**config.mk**
```make
export PLATFORM = sky130hd
export DESIGN_NAME = shared_reg_arbiter_flat
export DESIGN_NICKNAME = d
export VERILOG_FILES = /design/src/rtl/shared_reg_arbiter_pkg.sv /design/src/rtl/shared_reg_arbiter_if.sv /design/src/rtl/shared_reg_arbiter_rr_pick.sv /design/src/rtl/shared_reg_arbiter.sv /design/src/flat_wrapper.sv
export SDC_FILE = /design/constraint.sdc
export NUM_CORES = 1
export LEC_CHECK = 0
export BUFFER_PORTS_ARGS = -buffer_cell sky130_fd_sc_hd__buf_2
export CORE_ASPECT_RATIO = 1.75
export CORE_MARGIN = 3
export CORE_UTILIZATION = 45
export CTS_BUF_LIST = sky130_fd_sc_hd__clkbuf_8 sky130_fd_sc_hd__clkbuf_16
export CTS_CLUSTER_DIAMETER = 40
export DETAILED_ROUTE_END_ITERATION = 7
export HOLD_SLACK_MARGIN = 0.06
export MAX_ROUTING_LAYER = met4
export PLACE_DENSITY = 0.87
export SLEW_MARGIN = 10
export SYNTH_ARGS = -nofsm -noshare
export SYNTH_HDL_FRONTEND = slang
export SYNTH_SLANG_ARGS = --single-unit
```
**constraint.sdc**
```tcl
create_clock -name clk -period 4.1 [get_ports clk]
set_clock_uncertainty 0.05 [all_clocks]
set_input_delay 0.82 -clock clk [delete_from_list [all_inputs] [get_ports clk]]
set_output_delay 0.82 -clock clk [all_outputs]
set_load 0.01 [all_outputs]
```
**src/rtl/shared_reg_arbiter_pkg.sv**
```systemverilog
// Shared constants, state type and index-width helper for the shared-register arbiter.
package shared_arb_pkg;

    localparam int unsigned N_REQ_DEF    = 4;
    localparam int unsigned DW_DEF       = 8;
    localparam int unsigned MAX_HOLD_DEF = 4;

    typedef enum logic [0:0] {
        StIdle,
        StOwned
    } own_st_e;

    function automatic int unsigned idx_w(input int unsigned n);
        return (n <= 1) ? 1 : $clog2(n);
    endfunction

endpackage

```
**src/rtl/shared_reg_arbiter_if.sv**
```systemverilog
// Requester-side bus of the shared-register arbiter: requests, locks, data and grant/result.
interface shared_reg_arbiter_if
    import shared_arb_pkg::*;
#(
    parameter int unsigned N_REQ = N_REQ_DEF,
    parameter int unsigned DW    = DW_DEF
);

    localparam int unsigned IW = idx_w(N_REQ);

    logic [N_REQ-1:0]    req;
    logic [N_REQ-1:0]    lock;
    logic [N_REQ*DW-1:0] wdata;
    logic [N_REQ-1:0]    gnt;
    logic [DW-1:0]       q;
    logic                q_valid;
    logic [IW-1:0]       q_src;

    modport master (
        output req, lock, wdata,
        input  gnt, q, q_valid, q_src
    );

    modport slave (
        input  req, lock, wdata,
        output gnt, q, q_valid, q_src
    );

endinterface

```
**src/rtl/shared_reg_arbiter_rr_pick.sv**
```systemverilog
// Combinational round-robin picker: first asserted req scanning from ptr upward, wrapping.
module rr_pick
    import shared_arb_pkg::*;
#(
    parameter int unsigned N = N_REQ_DEF
) (
    input  logic [N-1:0]          req,
    input  logic [idx_w(N)-1:0]   ptr,
    output logic [N-1:0]          win,
    output logic [idx_w(N)-1:0]   win_idx,
    output logic                  any
);

    localparam int unsigned IW = idx_w(N);

    always_comb begin
        int unsigned idx;
        idx     = 0;
        win     = '0;
        win_idx = '0;
        any     = 1'b0;
        for (int unsigned k = 0; k < N; k++) begin
            idx = int'(ptr) + k;
            if (idx >= N) begin
                idx = idx - N;
            end
            if (!any && req[idx]) begin
                win[idx] = 1'b1;
                win_idx  = IW'(idx);
                any      = 1'b1;
            end
        end
    end

endmodule

```
**src/rtl/shared_reg_arbiter.sv**
```systemverilog
// Round-robin arbiter granting one requester at a time write access to a single registered word,
// with bounded burst locking.
module shared_reg_arbiter
    import shared_arb_pkg::*;
#(
    parameter int unsigned N_REQ    = N_REQ_DEF,
    parameter int unsigned DW       = DW_DEF,
    parameter int unsigned MAX_HOLD = MAX_HOLD_DEF
) (
    input  logic                  clk,
    input  logic                  rst_n,
    shared_reg_arbiter_if.slave   bus
);

    localparam int unsigned IW = idx_w(N_REQ);
    localparam int unsigned HW = idx_w(MAX_HOLD);
    localparam logic [HW-1:0] HoldLast = HW'(MAX_HOLD - 1);
    localparam logic [IW-1:0] IdxLast  = IW'(N_REQ - 1);

    own_st_e          st_q, st_d;
    logic [IW-1:0]    owner_q, owner_d;
    logic [IW-1:0]    ptr_q, ptr_d;
    logic [HW-1:0]    hold_q, hold_d;
    logic [N_REQ-1:0] gnt_q, gnt_d;
    logic [DW-1:0]    data_q, data_d;
    logic             valid_q, valid_d;
    logic [IW-1:0]    src_q, src_d;

    logic [N_REQ-1:0] pick_win;
    logic [IW-1:0]    pick_idx;
    logic             pick_any;

    logic owner_req;
    logic owner_lock;
    logic keep;

    rr_pick #(
        .N (N_REQ)
    ) u_pick (
        .req     (bus.req),
        .ptr     (ptr_q),
        .win     (pick_win),
        .win_idx (pick_idx),
        .any     (pick_any)
    );

    always_ff @(posedge clk or negedge rst_n) begin
        if (!rst_n) begin
            st_q    <= StIdle;
            owner_q <= '0;
            ptr_q   <= '0;
            hold_q  <= '0;
            gnt_q   <= '0;
            data_q  <= '0;
            valid_q <= 1'b0;
            src_q   <= '0;
        end else begin
            st_q    <= st_d;
            owner_q <= owner_d;
            ptr_q   <= ptr_d;
            hold_q  <= hold_d;
            gnt_q   <= gnt_d;
            data_q  <= data_d;
            valid_q <= valid_d;
            src_q   <= src_d;
        end
    end

    always_comb begin
        st_d    = st_q;
        owner_d = owner_q;
        ptr_d   = ptr_q;
        hold_d  = hold_q;
        gnt_d   = gnt_q;
        data_d  = data_q;
        valid_d = 1'b0;
        src_d   = src_q;

        // gnt_q is always the one-hot of owner_q while owned, so the owner index selects the writer.
        owner_req  = (st_q == StOwned) && bus.req[owner_q];
        owner_lock = (st_q == StOwned) && bus.lock[owner_q];
        keep       = owner_req && owner_lock && (hold_q < HoldLast);

        if (owner_req) begin
            valid_d = 1'b1;
            src_d   = owner_q;
            for (int unsigned i = 0; i < N_REQ; i++) begin
                if (owner_q == IW'(i)) begin
                    data_d = bus.wdata[i*DW +: DW];
                end
            end
        end

        if (keep) begin
            hold_d = hold_q + HW'(1);
        end else if (pick_any) begin
            st_d    = StOwned;
            owner_d = pick_idx;
            gnt_d   = pick_win;
            ptr_d   = (pick_idx == IdxLast) ? '0 : pick_idx + IW'(1);
            hold_d  = '0;
        end else begin
            st_d   = StIdle;
            gnt_d  = '0;
            hold_d = '0;
        end
    end

    assign bus.gnt     = gnt_q;
    assign bus.q       = data_q;
    assign bus.q_valid = valid_q;
    assign bus.q_src   = src_q;

endmodule

```
**src/flat_wrapper.sv**
```systemverilog
// flat-port wrapper written by rule: the top's interface ports become plain ports
module shared_reg_arbiter_flat import shared_arb_pkg::*;
#(
    parameter int unsigned N_REQ    = N_REQ_DEF,
    parameter int unsigned DW       = DW_DEF,
    parameter int unsigned MAX_HOLD = MAX_HOLD_DEF
)
  (clk, rst_n, bus_req, bus_lock, bus_wdata, bus_gnt, bus_q, bus_q_valid, bus_q_src);
  shared_reg_arbiter_if #(.N_REQ(N_REQ), .DW(DW)) bus_i ();
  input  logic clk;
  input  logic rst_n;
  input wire logic [$bits(bus_i.req)-1:0] bus_req;
  input wire logic [$bits(bus_i.lock)-1:0] bus_lock;
  input wire logic [$bits(bus_i.wdata)-1:0] bus_wdata;
  output wire logic [$bits(bus_i.gnt)-1:0] bus_gnt;
  output wire logic [$bits(bus_i.q)-1:0] bus_q;
  output wire logic [$bits(bus_i.q_valid)-1:0] bus_q_valid;
  output wire logic [$bits(bus_i.q_src)-1:0] bus_q_src;
  assign bus_i.req = bus_req;
  assign bus_i.lock = bus_lock;
  assign bus_i.wdata = bus_wdata;
  assign bus_gnt = bus_i.gnt;
  assign bus_q = bus_i.q;
  assign bus_q_valid = bus_i.q_valid;
  assign bus_q_src = bus_i.q_src;
  shared_reg_arbiter #(.N_REQ(N_REQ), .DW(DW), .MAX_HOLD(MAX_HOLD)) u_core (.clk(clk), .rst_n(rst_n), .bus(bus_i));
endmodule
```
* Word-level counts from Yosys, hierarchy flattened *
Cells that the tools add are included.

word-level totals
  bits in registers = 22
  input bits = 42
  output and inout port bits = 15
  word-level logic and storage cells = 102

operators by class
  add/subtract/negate cells = 9
  order comparisons = 14
  equality and inequality tests = 4
  mux-type cells = 45
  bitwise gates (word level) = 4
  reduce and logical (&&, ||, !) cells = 18

operators with widths
  kind                                                   number
  >= comparator 32 x 1 -> 1 bit (second input constant)  4
  < comparator 32 x 3 -> 1 bit (second input constant)   4
  two-way mux 32 bit                                     4
  two-way mux 8 bit                                      4
  two-way mux 4 bit                                      5
  two-way mux 1 bit                                      16
  binary-select mux 1 bit (select 2 bit)                 6
  two-way mux 2 bit                                      6
  OR 4 bit                                               3
  subtractor 3 x 3 -> 4 bit (second input constant)      3
  logical AND 1 bit                                      11
  >= comparator 3 bit (second input constant)            3
  demux 1 bit (select 2 bit)                             4
  adder 2 x 2 -> 3 bit (second input constant)           2
  == test 2 bit (second input constant)                  3
  adder 2 x 1 -> 2 bit (second input constant)           2
  AND reduction 2 bit                                    2
  nonzero test 4 bit                                     1
  subtractor 2 x 3 -> 4 bit (second input constant)      1
  adder 2 x 1 -> 3 bit (second input constant)           1
  >= comparator 2 x 3 -> 1 bit (second input constant)   1
  zero test 1 bit                                        3
  < comparator 2 x 3 -> 1 bit (second input constant)    1
  == test 2 x 1 -> 1 bit (second input constant)         1
  3 further kinds                                        3

* Depth between registers and ports, before layout *
  depth after elaboration = 16
  gate-level depth with buffers = 8
  depth with buffers taken out = 7

* Hierarchy *
From an unflattened synthesis, not the netlist that was laid out.

unflattened totals
  cell total of the unflattened synthesis = 129
  area, all modules = 1,625.3 µm²

by module, submodules not included
  module              instances  cells an instance  area each (µm²)  seq. area each (µm²)
  shared_reg_arbiter  1          81                 1,166.1          550.5
  rr_pick             1          48                 459.2            0.0

* Worst setup path before layout *
OpenSTA, ideal clock, no wires.

  path type = in2reg
  start = input bus_req[2]
  end = register u_core.owner_q[0]
  library setup time = 0.118 ns
  data arrival time = 2.261 ns
  required time = 3.932 ns
  slack = 1.671 ns
  stages on the path = 5
  path buffers = 0
  cell sequence = mux4_1 > or4_4 > nand2b_4 > a21oi_2 > a21o_1

between the ends
  longest elaborated chain between the ends = 13
  elaborated cells between the ends (all ways) = 29
  those cells by class = mux: 18; bitwise: 1; reduce/logical: 10

ends and longest elaborated chain
  what                                     RTL line                          RTL
  from (decl)                              flat_wrapper.sv:12                input wire logic [$bits(bus_i.req)-1:0] bus_req;
  binary-select mux 1 bit (select 2 bit)   shared_reg_arbiter_rr_pick.sv:27  if (!any && req[idx]) begin
  two-way mux 1 bit (implied by the code)  shared_reg_arbiter_rr_pick.sv:27
  two-way mux 1 bit                        shared_reg_arbiter_rr_pick.sv:27
  zero test 1 bit                          shared_reg_arbiter_rr_pick.sv:27
  logical AND 1 bit                        shared_reg_arbiter_rr_pick.sv:27
  two-way mux 1 bit                        shared_reg_arbiter_rr_pick.sv:27
  zero test 1 bit                          shared_reg_arbiter_rr_pick.sv:27
  logical AND 1 bit                        shared_reg_arbiter_rr_pick.sv:27
  two-way mux 1 bit                        shared_reg_arbiter_rr_pick.sv:27
  zero test 1 bit                          shared_reg_arbiter_rr_pick.sv:27
  logical AND 1 bit                        shared_reg_arbiter_rr_pick.sv:27
  two-way mux 1 bit                        shared_reg_arbiter_rr_pick.sv:27
  AND reduction 2 bit (no line)            --
  to (signal assigned)                     shared_reg_arbiter.sv:59          owner_q <= owner_d;
  to (decl)                                shared_reg_arbiter.sv:21          logic [IW-1:0] owner_q, owner_d;

Several ways; a longest one is shown, not always the timed one. The select of a mux whose other input is x is not followed.
A chain may end at the register's enable or synchronous reset.

==> summary.txt <==
Detailed Routing Iterations Pass 1: 4
Synthesized Nets: 159
post-synthesis sequential area ratio: 37.9%
max-cap check violation count: 0
most common cell after layout, fill and taps aside: buf_2
Final Setup Violations: 0
IO Count: 57
Die X-Extent: 48.9 microns
Port Buffers: 56
Fin. Hold Viols: 0
final instance area: 1810 sq um
WS Path Type: reg -> reg
Bufs on Longest Clock Path: 2
Die H: 81.1 microns
initial antenna violation count: 0
TNS Setup: 0 ps
PwrDens: 796 nW/um^2
Max Clk Rate: 0.374 GHz
crit path launch type: flop
most frequent cells in the layout: buf_2 (56), dfrtp_1 (22), mux2_2 (14)
hold slack: 395 ps
routability congestion estimate: 0.769
row count: 26
CTS tree: built
Mapped Avg Cell Area: 13.0 sq um
clk sinks: 22
Unique masters post-synth: 31
routed length per instance: 15.9 microns
fillcell total: 260
Critical Path Fanout Max: 10
crit path DAT: 2780 ps
total grt overflow: 0
Leak Pwr: 0.000843 uW
Post-DP Area: 1750 sq um
Worst EP required: 4210 ps
max_slew headroom: 57.7%
Netlist Area Pre-Place: 1450 sq um
# diodes: 0
warnings from Yosys: 0
hold path depth: 1
total routed wirelength: 3310 microns
DRT antenna net count: 0
1st-iter DRT viols: 37
Layout Nets: 214
Min Clock Period, post-route: 2670 ps
VDD IR max: 0.381 mV
htree depth: 1
synth-to-layout area growth: 24.7%
cell count after synthesis: 112
first-pass GRT wire length: 5400 microns
Initial Utilization: 48.5%
routed vias/inst: 5.64
CORE AREA: 2990 sq um
worst min path class: reg -> reg
hpwl dp: 2650 microns
Clk pin slew, worst setup/hold paths: 80 ps
outcome: completed
critical path capture point type: flop
hold buffer count at cts: 0
clock root buffer: clkbuf_8
worst slew pin tran: 634 ps
RSZ-0062 raised after global routing: false
post-CTS setup buffer count: 0
Post-route DRC: 0
clock latency at the later pin of the worst-skew pair: 260 ps
Setup WS post-layout: 1430 ps
cts repair resizes: 0
share of layout cells above drive strength 1: 53.6%
die area: 3970 sq um
largest net degree at the start of global routing: 23
total CTS buffers: 3
DP Worst Slack: 1300 ps
number of synthesized register bits: 22
routed vias: 1174
gr usage total: 18.3%
final worst path period share: 65.1%
worst reg2reg path depth: 7
Slew Viols, Final: 0
vias in the first global route: 1196
cells in the mapped netlist, drive strengths merged:
library cell / number / share of area [%]
mux2: 14 / 11
nand2b: 3 / 1.8
inv: 3 / 0.78
nand2: 4 / 1.0
and2: 1 / 0.43
o32ai: 1 / 0.60
and4b: 1 / 0.69
o211ai: 1 / 0.52
a21oi: 4 / 1.6
and3: 1 / 0.43
mux4: 14 / 23
buf: 2 / 1.0
a21o: 1 / 0.52
o31a: 1 / 0.60
nor2b: 6 / 3.1
xnor2: 1 / 0.60
ha: 5 / 4.3
o21ai: 6 / 2.1
nand3b: 1 / 0.52
clkbuf: 4 / 1.0
or4: 1 / 0.78
o31ai: 1 / 0.52
a22oi: 7 / 3.6
nor2: 6 / 1.6
nor3b: 1 / 0.52
dfrtp: 22 / 38
critical path, stage by stage (launching register included):
cell      delay (ps)
dfrtp_1          570
inv_1            200
ha_1             430
mux4_2           440
or4_4            570
nand2b_4         120
a21oi_2           40
a21o_1           160
sequential cells by signal, indices dropped and copies added (netlist names), named ones only:
signal and cells:
u_core.bus.gnt 4, u_core.st_q 1, u_core.bus.q_src 2, u_core.bus.q 8, u_core.ptr_q 1, u_core.bus.q_valid 1
u_core.hold_q 2, u_core.owner_q 2
stage by stage:
| step | cells | util [%] | total power [uW] |
|---|---|---|---|
| after CTS | 208 | 60.5 | 1450 |
| after global placement | 204 | 58.6 | 1240 |
| after detailed placement | 204 | 58.6 | 1300 |
| final | 208 | 60.5 | 1440 |
| after global routing | 208 | 60.5 | 1550 |
| after floorplan | 112 | - | 1090 |
layout make-up:
cell class | instances | area [sq um] | share of cell area, %
Inverter | 3 | 11.3 | 0.622
Multi-Input combinational cell | 81 | 860 | 47.5
Sequential cell | 22 | 551 | 30.4
Tap cell | 42 | 52.6 | 2.90
Clock buffer | 4 | 55.1 | 3.04
Timing Repair Buffer | 56 | 280 | 15.5
report_power, final:
part	leakage, uW	internal, uW	total, uW	switching, uW
clock network	0.0000288	85.7	155	69.5
registers	0.000266	324	435	111
logic	0.000548	458	851	393
total	0.000843	867	1440	574
routing by layer:
layer | track usage (%) | routed length, microns | up-vias
li1 | - | - | 541
met1 | 18.8 | 1220 | 578
met2 | 32.8 | 1860 | 47
met3 | 3.30 | 151 | 8
met4 | 9.69 | 80 | 0
met5 | - | 0 | -
cells by family after synthesis:
logic type / count (synthesis) / synth area share, %
XOR/XNOR: 1 / 0.604
AND/OR/NAND/NOR: 25 / 10.9
flip-flops: 22 / 37.9
buffers and inverters: 9 / 2.84
multiplexers: 28 / 33.4
AO/OA/AOI/OAI: 22 / 10.1
adder cells (fa/ha/maj): 5 / 4.31
path summary, 6_finish.rpt:
| check | from | to | slack (ps) |
|---|---|---|---|
| min reg2reg | u_core.hold_q[0]$_DFF_PN0_ | u_core.hold_q[0]$_DFF_PN0_ | 400 |
| min | u_core.hold_q[0]$_DFF_PN0_ | u_core.hold_q[0]$_DFF_PN0_ | 400 |
| max reg2reg | flop | u_core.owner_q[0]$_DFFE_PN0P_ | 1430 |
| min in group asynchronous | rst_n | u_core.bus.q[6]$_DFFE_PN0P_ | 450 |
| max | flop | u_core.owner_q[0]$_DFFE_PN0P_ | 1430 |
| max in group asynchronous | rst_n | u_core.bus.gnt[1]$_DFFE_PN0N_ | 3220 |
Note: power is estimated with default switching activity, not from simulation.
